===== src/rtl/pb_operand_loader_if.sv =====
// Pushbutton operand loader bus.
// Carries the raw pushbuttons, switch word and clear request into the loader,
// and the press pulses, flattened operand bus and status flags back out.
//   pb        raw pushbuttons, bit k = PB(k+1)
//   y         switch operand word
//   clear     synchronous request to empty all slots
//   pb_pulse  one-cycle debounced press pulses
//   op_bus    slot k at bits [OP_W*k +: OP_W]
//   loaded    per-slot loaded flags
//   all_valid all five slots loaded
//   err_order sticky out-of-order press flag
interface pb_operand_loader_if #(
    parameter int unsigned OP_W = 4
);
    logic [4:0]        pb;
    logic [OP_W-1:0]   y;
    logic              clear;
    logic [4:0]        pb_pulse;
    logic [5*OP_W-1:0] op_bus;
    logic [4:0]        loaded;
    logic              all_valid;
    logic              err_order;

    modport master (
        output pb, y, clear,
        input  pb_pulse, op_bus, loaded, all_valid, err_order
    );

    modport slave (
        input  pb, y, clear,
        output pb_pulse, op_bus, loaded, all_valid, err_order
    );
endinterface


===== src/rtl/pb_operand_loader.sv =====
// Front-end for the five-pushbutton adder: synchronises and debounces the
// pushbuttons, turns debounced rising edges into one-cycle pulses, and loads
// the switch word into operand slots in PB1..PB5 order.
//   clk  system clock
//   rst  synchronous active-high reset
//   bus  pb_operand_loader_if slave modport (see interface header)
module pb_operand_loader #(
    parameter int unsigned DEBOUNCE_CYCLES = 4,
    parameter int unsigned OP_W            = 4
) (
    input  logic                clk,
    input  logic                rst,
    pb_operand_loader_if.slave  bus
);

    typedef enum logic [2:0] {
        WAIT1 = 3'd0,
        WAIT2 = 3'd1,
        WAIT3 = 3'd2,
        WAIT4 = 3'd3,
        WAIT5 = 3'd4,
        FULL  = 3'd5
    } state_t;

    // Counter value at which the next differing sample flips the level.
    localparam logic [7:0] CNT_LAST = 8'(DEBOUNCE_CYCLES - 1);

    state_t            state, state_n;
    logic [4:0]        sync1, sync2, level, level_d, pulse_q;
    logic [7:0]        cnt [5];
    logic [5*OP_W-1:0] op_q;
    logic [4:0]        loaded_q;
    logic              all_valid_q, err_q;

    logic [2:0]        idx;
    logic [4:0]        exp_mask;
    logic              accept, bad;

    // Synchroniser, debouncer and rising-edge pulse generator.
    always_ff @(posedge clk) begin
        if (rst) begin
            sync1   <= '0;
            sync2   <= '0;
            level   <= '0;
            level_d <= '0;
            pulse_q <= '0;
            for (int unsigned k = 0; k < 5; k++) cnt[k] <= '0;
        end else begin
            sync1   <= bus.pb;
            sync2   <= sync1;
            level_d <= level;
            pulse_q <= level & ~level_d;
            for (int unsigned k = 0; k < 5; k++) begin
                if (sync2[k] == level[k]) begin
                    cnt[k] <= '0;
                end else if (cnt[k] == CNT_LAST) begin
                    level[k] <= ~level[k];
                    cnt[k]   <= '0;
                end else begin
                    cnt[k] <= cnt[k] + 8'd1;
                end
            end
        end
    end

    always_ff @(posedge clk) begin
        if (rst || bus.clear) state <= WAIT1;
        else                  state <= state_n;
    end

    // WAITn encodes n-1, so the state value is also the expected slot index.
    always_comb begin
        state_n  = state;
        idx      = state;
        exp_mask = '0;
        if (state != FULL) exp_mask = 5'b00001 << idx;
        accept   = |(pulse_q & exp_mask);
        bad      = |(pulse_q & ~exp_mask);
        if (accept) state_n = state_t'(idx + 3'd1);
    end

    always_ff @(posedge clk) begin
        if (rst || bus.clear) begin
            op_q        <= '0;
            loaded_q    <= '0;
            all_valid_q <= 1'b0;
            err_q       <= 1'b0;
        end else begin
            if (accept) begin
                op_q[OP_W*idx +: OP_W] <= bus.y;
                loaded_q[idx]          <= 1'b1;
                if (state == WAIT5) all_valid_q <= 1'b1;
            end
            if (bad) err_q <= 1'b1;
        end
    end

    assign bus.pb_pulse  = pulse_q;
    assign bus.op_bus    = op_q;
    assign bus.loaded    = loaded_q;
    assign bus.all_valid = all_valid_q;
    assign bus.err_order = err_q;

endmodule


===== src/flat_wrapper.sv =====
// flat-port wrapper written by rule: the top's interface ports become plain ports
module pb_operand_loader_flat 
#(
    parameter int unsigned DEBOUNCE_CYCLES = 4,
    parameter int unsigned OP_W            = 4
)
  (clk, rst, bus_pb, bus_y, bus_clear, bus_pb_pulse, bus_op_bus, bus_loaded, bus_all_valid, bus_err_order);
  pb_operand_loader_if #(.OP_W(OP_W)) bus_i ();
  input  logic clk;
  input  logic rst;
  input wire logic [$bits(bus_i.pb)-1:0] bus_pb;
  input wire logic [$bits(bus_i.y)-1:0] bus_y;
  input wire logic [$bits(bus_i.clear)-1:0] bus_clear;
  output wire logic [$bits(bus_i.pb_pulse)-1:0] bus_pb_pulse;
  output wire logic [$bits(bus_i.op_bus)-1:0] bus_op_bus;
  output wire logic [$bits(bus_i.loaded)-1:0] bus_loaded;
  output wire logic [$bits(bus_i.all_valid)-1:0] bus_all_valid;
  output wire logic [$bits(bus_i.err_order)-1:0] bus_err_order;
  assign bus_i.pb = bus_pb;
  assign bus_i.y = bus_y;
  assign bus_i.clear = bus_clear;
  assign bus_pb_pulse = bus_i.pb_pulse;
  assign bus_op_bus = bus_i.op_bus;
  assign bus_loaded = bus_i.loaded;
  assign bus_all_valid = bus_i.all_valid;
  assign bus_err_order = bus_i.err_order;
  pb_operand_loader #(.DEBOUNCE_CYCLES(DEBOUNCE_CYCLES), .OP_W(OP_W)) u_core (.clk(clk), .rst(rst), .bus(bus_i));
endmodule

===== config.mk =====
export PLATFORM = sky130hd
export DESIGN_NAME = pb_operand_loader_flat
export DESIGN_NICKNAME = d
export VERILOG_FILES = /design/src/rtl/pb_operand_loader_if.sv /design/src/rtl/pb_operand_loader.sv /design/src/flat_wrapper.sv
export SDC_FILE = /design/constraint.sdc
export NUM_CORES = 1
export LEC_CHECK = 0
export ABC_AREA = 1
export CAP_MARGIN = 20
export CELL_PAD_IN_SITES_DETAIL_PLACEMENT = 1
export CELL_PAD_IN_SITES_GLOBAL_PLACEMENT = 1
export CORE_ASPECT_RATIO = 0.8
export CORE_MARGIN = 2
export CORE_UTILIZATION = 39
export CTS_CLUSTER_SIZE = 30
export DETAILED_ROUTE_END_ITERATION = 8
export GPL_TIMING_DRIVEN = 1
export PLACE_DENSITY_LB_ADDON = 0.1
export SLEW_MARGIN = 20
export SYNTH_ARGS = -nofsm -noshare
export SYNTH_HDL_FRONTEND = slang
export SYNTH_SLANG_ARGS = --single-unit

===== constraint.sdc =====
create_clock -name clk -period 1.8 [get_ports clk]
set_clock_uncertainty 0.05 [all_clocks]
set_input_delay 0.36 -clock clk [delete_from_list [all_inputs] [get_ports clk]]
set_output_delay 0.36 -clock clk [all_outputs]
set_load 0.03 [all_outputs]

==> impl_metrics.csv <==
group,metric,value,unit
flow_run,cap_viol_max_count,0,
final_layout,nets,645,
power,p_sw,1020,uW
final_layout,fin_cells,770,
power,ir_drop,400,uV
clock_tree,clkLatencyLatePin,350,ps
floorplanning,io-pin-count,44,
timing,slew_violations,0,
final_layout,final_cell_mix,"110 x nor2_1, 74 x nand2_1, 58 x inv_1",
min_path,hold_end,"u_core.bus.pb_pulse[0]$_SDFF_PP0_",
grt,grt_usage,17.0,%
clock_tree,clock_path_buffers,2,
grt,grt_max_degree,24,
critical_path,end_kind,"primary output",
clock_tree,clock-sinks,95,
critical_path,crit_slowest_cell,"clkdlybuf4s50_1",
critical_path,timing.rr.start,"u_core.idx[0]$_SDFFE_PP0P_",
yosys,synth_edf_count,40,
clock_tree,cts_tree,"done",
grt,grt_pass1_vias,3586,
critical_path,crit_path_max_fanout,2,
final_layout,num_antenna_cells,0,
place,dp_hpwl,7250,um
routing,dr.pass1.iters,4,
critical_path,crit_buf_inv,1,
final_layout,drive_gt1_share,14.5,%
routing,ant_nets,0,
timing,period_needed,1770,ps
place,place_inst,750,
yosys,async_flop_share,0,%
grt,antenna_found_initial,0,
min_path,hp-class,"register to register",
floorplanning,design.core.area,10900,sq um
power,p_leak,0.00269,uW
power,p_clk_share,43.9,%
floorplanning,start_util,40.1,%
clock_tree,cts_hold_buf,0,
run_status,outcome,"finished, final reports clean",
floorplanning,die_area,12100,sq um
clock_tree,path_clk_slew,70,ps
critical_path,worstSetupStartpointType,"register",
routing,wl_per_cell,12.5,um
critical_path,crit_required,1390,ps
power,p_sw_share,22.5,%
routing,drc,0,
yosys,syn_inst,514,
yosys,synthDominantCellAreaShare,27.5,%
timing,worst_hold_slack,348,ps
timing,fmax,565,MHz
yosys,ys_ff_latch,95,
yosys,ys.flop_type,"dfxtp_1",
critical_path,timing.rr.end,"u_core.bus.op_bus[16]$_SDFFE_PP0P_",
yosys,ys_seq_area_share,52.8,%
power,p_int,3500,uW
yosys,synth.distinct_cells,35,
critical_path,setup.worst_path.class,"register to primary output",
routing,vias_per_cell,4.57,
clock_tree,root_buffer,"clkbuf_16",
floorplanning,dieWidth,122,um
power,combPwrFrac,4.4,%
critical_path,cp_top_family,"buffers and inverters",
critical_path,cp_cell_sequence,"clkdlybuf4s50_1",
min_path,hold_start,"u_core.level_d[0]$_SDFF_PP0_",
clock_tree,cts_made_buffers,9,
timing,hold_viol_final,0,
yosys,synth.area.top_cells,"edfxtp_1 28%, dfxtp_1 25%, nor2_1 9.6%",
timing,setup_tns,0,ps
critical_path,cp_data_arrival_time,1360,ps
timing,rsz0062_at_grt,"yes",
critical_path,slowest_delay,680,ps
critical_path,r2r_slack,70,ps
critical_path,r2r_cells,9,
power,power_density,790,nW/um^2
grt,grt-ovfl-total,0,
yosys,netlist_area,4360,sq um
yosys,synth_top_area_cell,"edfxtp_1",
floorplanning,fp-row-count,34,
timing,fin_crit_sh,98.3,%
power,pwr-share-seq,51.6,%
final_layout,areaGrowthSynthToFinish,31.2,%
yosys,ys_warn_count,0,
timing,setup_viol,0,
power,power,4520,uW
min_path,min_path_cells,1,
critical_path,crit_start,"u_core.bus.op_bus[17]$_SDFFE_PP0P_",
routing,num_vias,3516,
final_layout,final_common_cell,"nor2_1",
yosys,avgSynthCellArea,8.49,sq um
place,numPortBuffers,43,
floorplanning,die_y,98.6,um
place,gp_congestion,0.763,
routing,drt_wl_total,9590,um
grt,grt_first_pass_wirelength,16400,um
routing,drt-initial-drc-count,91,
clock_tree,cts_max_level,3,
==> through the flow <==
step / utilization, % / area (sq um) / setup WS (ps)
final: 52.6 / 5720 / 30.6
after global routing: 52.6 / 5720 / -3.98
after CTS: 51.2 / 5570 / 2.81
after floorplan: - / 4520 / 5.33
after detailed placement: 48.1 / 5240 / -185
after global placement: 48.1 / 5240 / -118
==> layer usage <==
layer	global-route usage, %	wire length [um]
met4	5.31	140
met2	28.9	4650
met5	0	0
met3	4.05	282
met1	21.2	4520
==> flip-flops by register name, indices dropped and copies added (netlist names) <==
| register | flops |
|---|---|
| u_core.cnt | 40 |
| u_core.bus.err_order | 1 |
| u_core.bus.all_valid | 1 |
| u_core.level | 5 |
| u_core.bus.op_bus | 20 |
| u_core.sync1 | 5 |
| u_core.bus.pb_pulse | 5 |
| u_core.sync2 | 5 |
| u_core.bus.loaded | 5 |
| u_core.idx | 3 |
| u_core.level_d | 5 |
==> cells in the mapped netlist, types with 3 or more instances <==
cell type / number
xor2_1: 9
nand3_2: 6
o21ai_0: 10
nor2_1: 112
nand3b_1: 4
nand4_1: 4
nor3b_1: 3
xnor2_1: 3
clkbuf_1: 4
nor3_1: 20
inv_2: 9
dfxtp_1: 55
nand3_1: 25
nand2_2: 5
a21oi_1: 27
or2_2: 7
ha_1: 12
inv_1: 59
nor2_2: 6
edfxtp_1: 40
nand2_1: 74
==> power groups by stage <==
stage          Clock (uW)  Sequential, uW  Combinational (uW)
2_1_floorplan           0            2370                 122
6_report             1990            2330                 200
3_3_place_gp            0            2380                 190
4_1_cts              2070            2330                 198
5_1_grt              2140            2340                 233
3_5_place_dp            0            2380                 197
==> cell families (layout without fill, tap and decap cells) <==
family	count (synthesis)	count (layout)	synth area share (%)
xor+xnor	12	12	2.41
compound gates	44	44	5.45
fa+ha+maj	12	12	3.44
simple gates	274	274	28.8
other cells	1	40	0.0860
flops	95	95	52.8
buf+inv	76	149	7.05
==> worst max-delay path by stage <==
stage,end,slack [ps],cells after the start
floorplan,u_core.bus.op_bus[4]$_SDFFE_PP0P_,5,10
global placement,u_core.cnt[0][5]$_SDFFCE_PN0P_,-120,6
detailed placement,u_core.cnt[4][3]$_SDFFCE_PN0P_,-190,6
CTS,bus_loaded[4],3,1
global route,u_core.bus.op_bus[10]$_SDFFE_PP0P_,-4,9
finish,bus_op_bus[17],30,1
==> layout make-up <==
type,instances,area [sq um]
clock buffers,11,275
repair buffers,65,666
multi-input cells,382,2000
well taps,144,180
fillers,1323,5170
flip-flops and latches,95,2310
inverters,68,255
clock inverters,5,42.5
==> repair_timing <==
item,in CTS,in global routing
buffers inserted,2,2
gates resized for setup,12,34
pin swaps,2,5
setup endpoints to repair,28,38
hold endpoints to repair,0,0
Power figures use the tool's default switching activity.
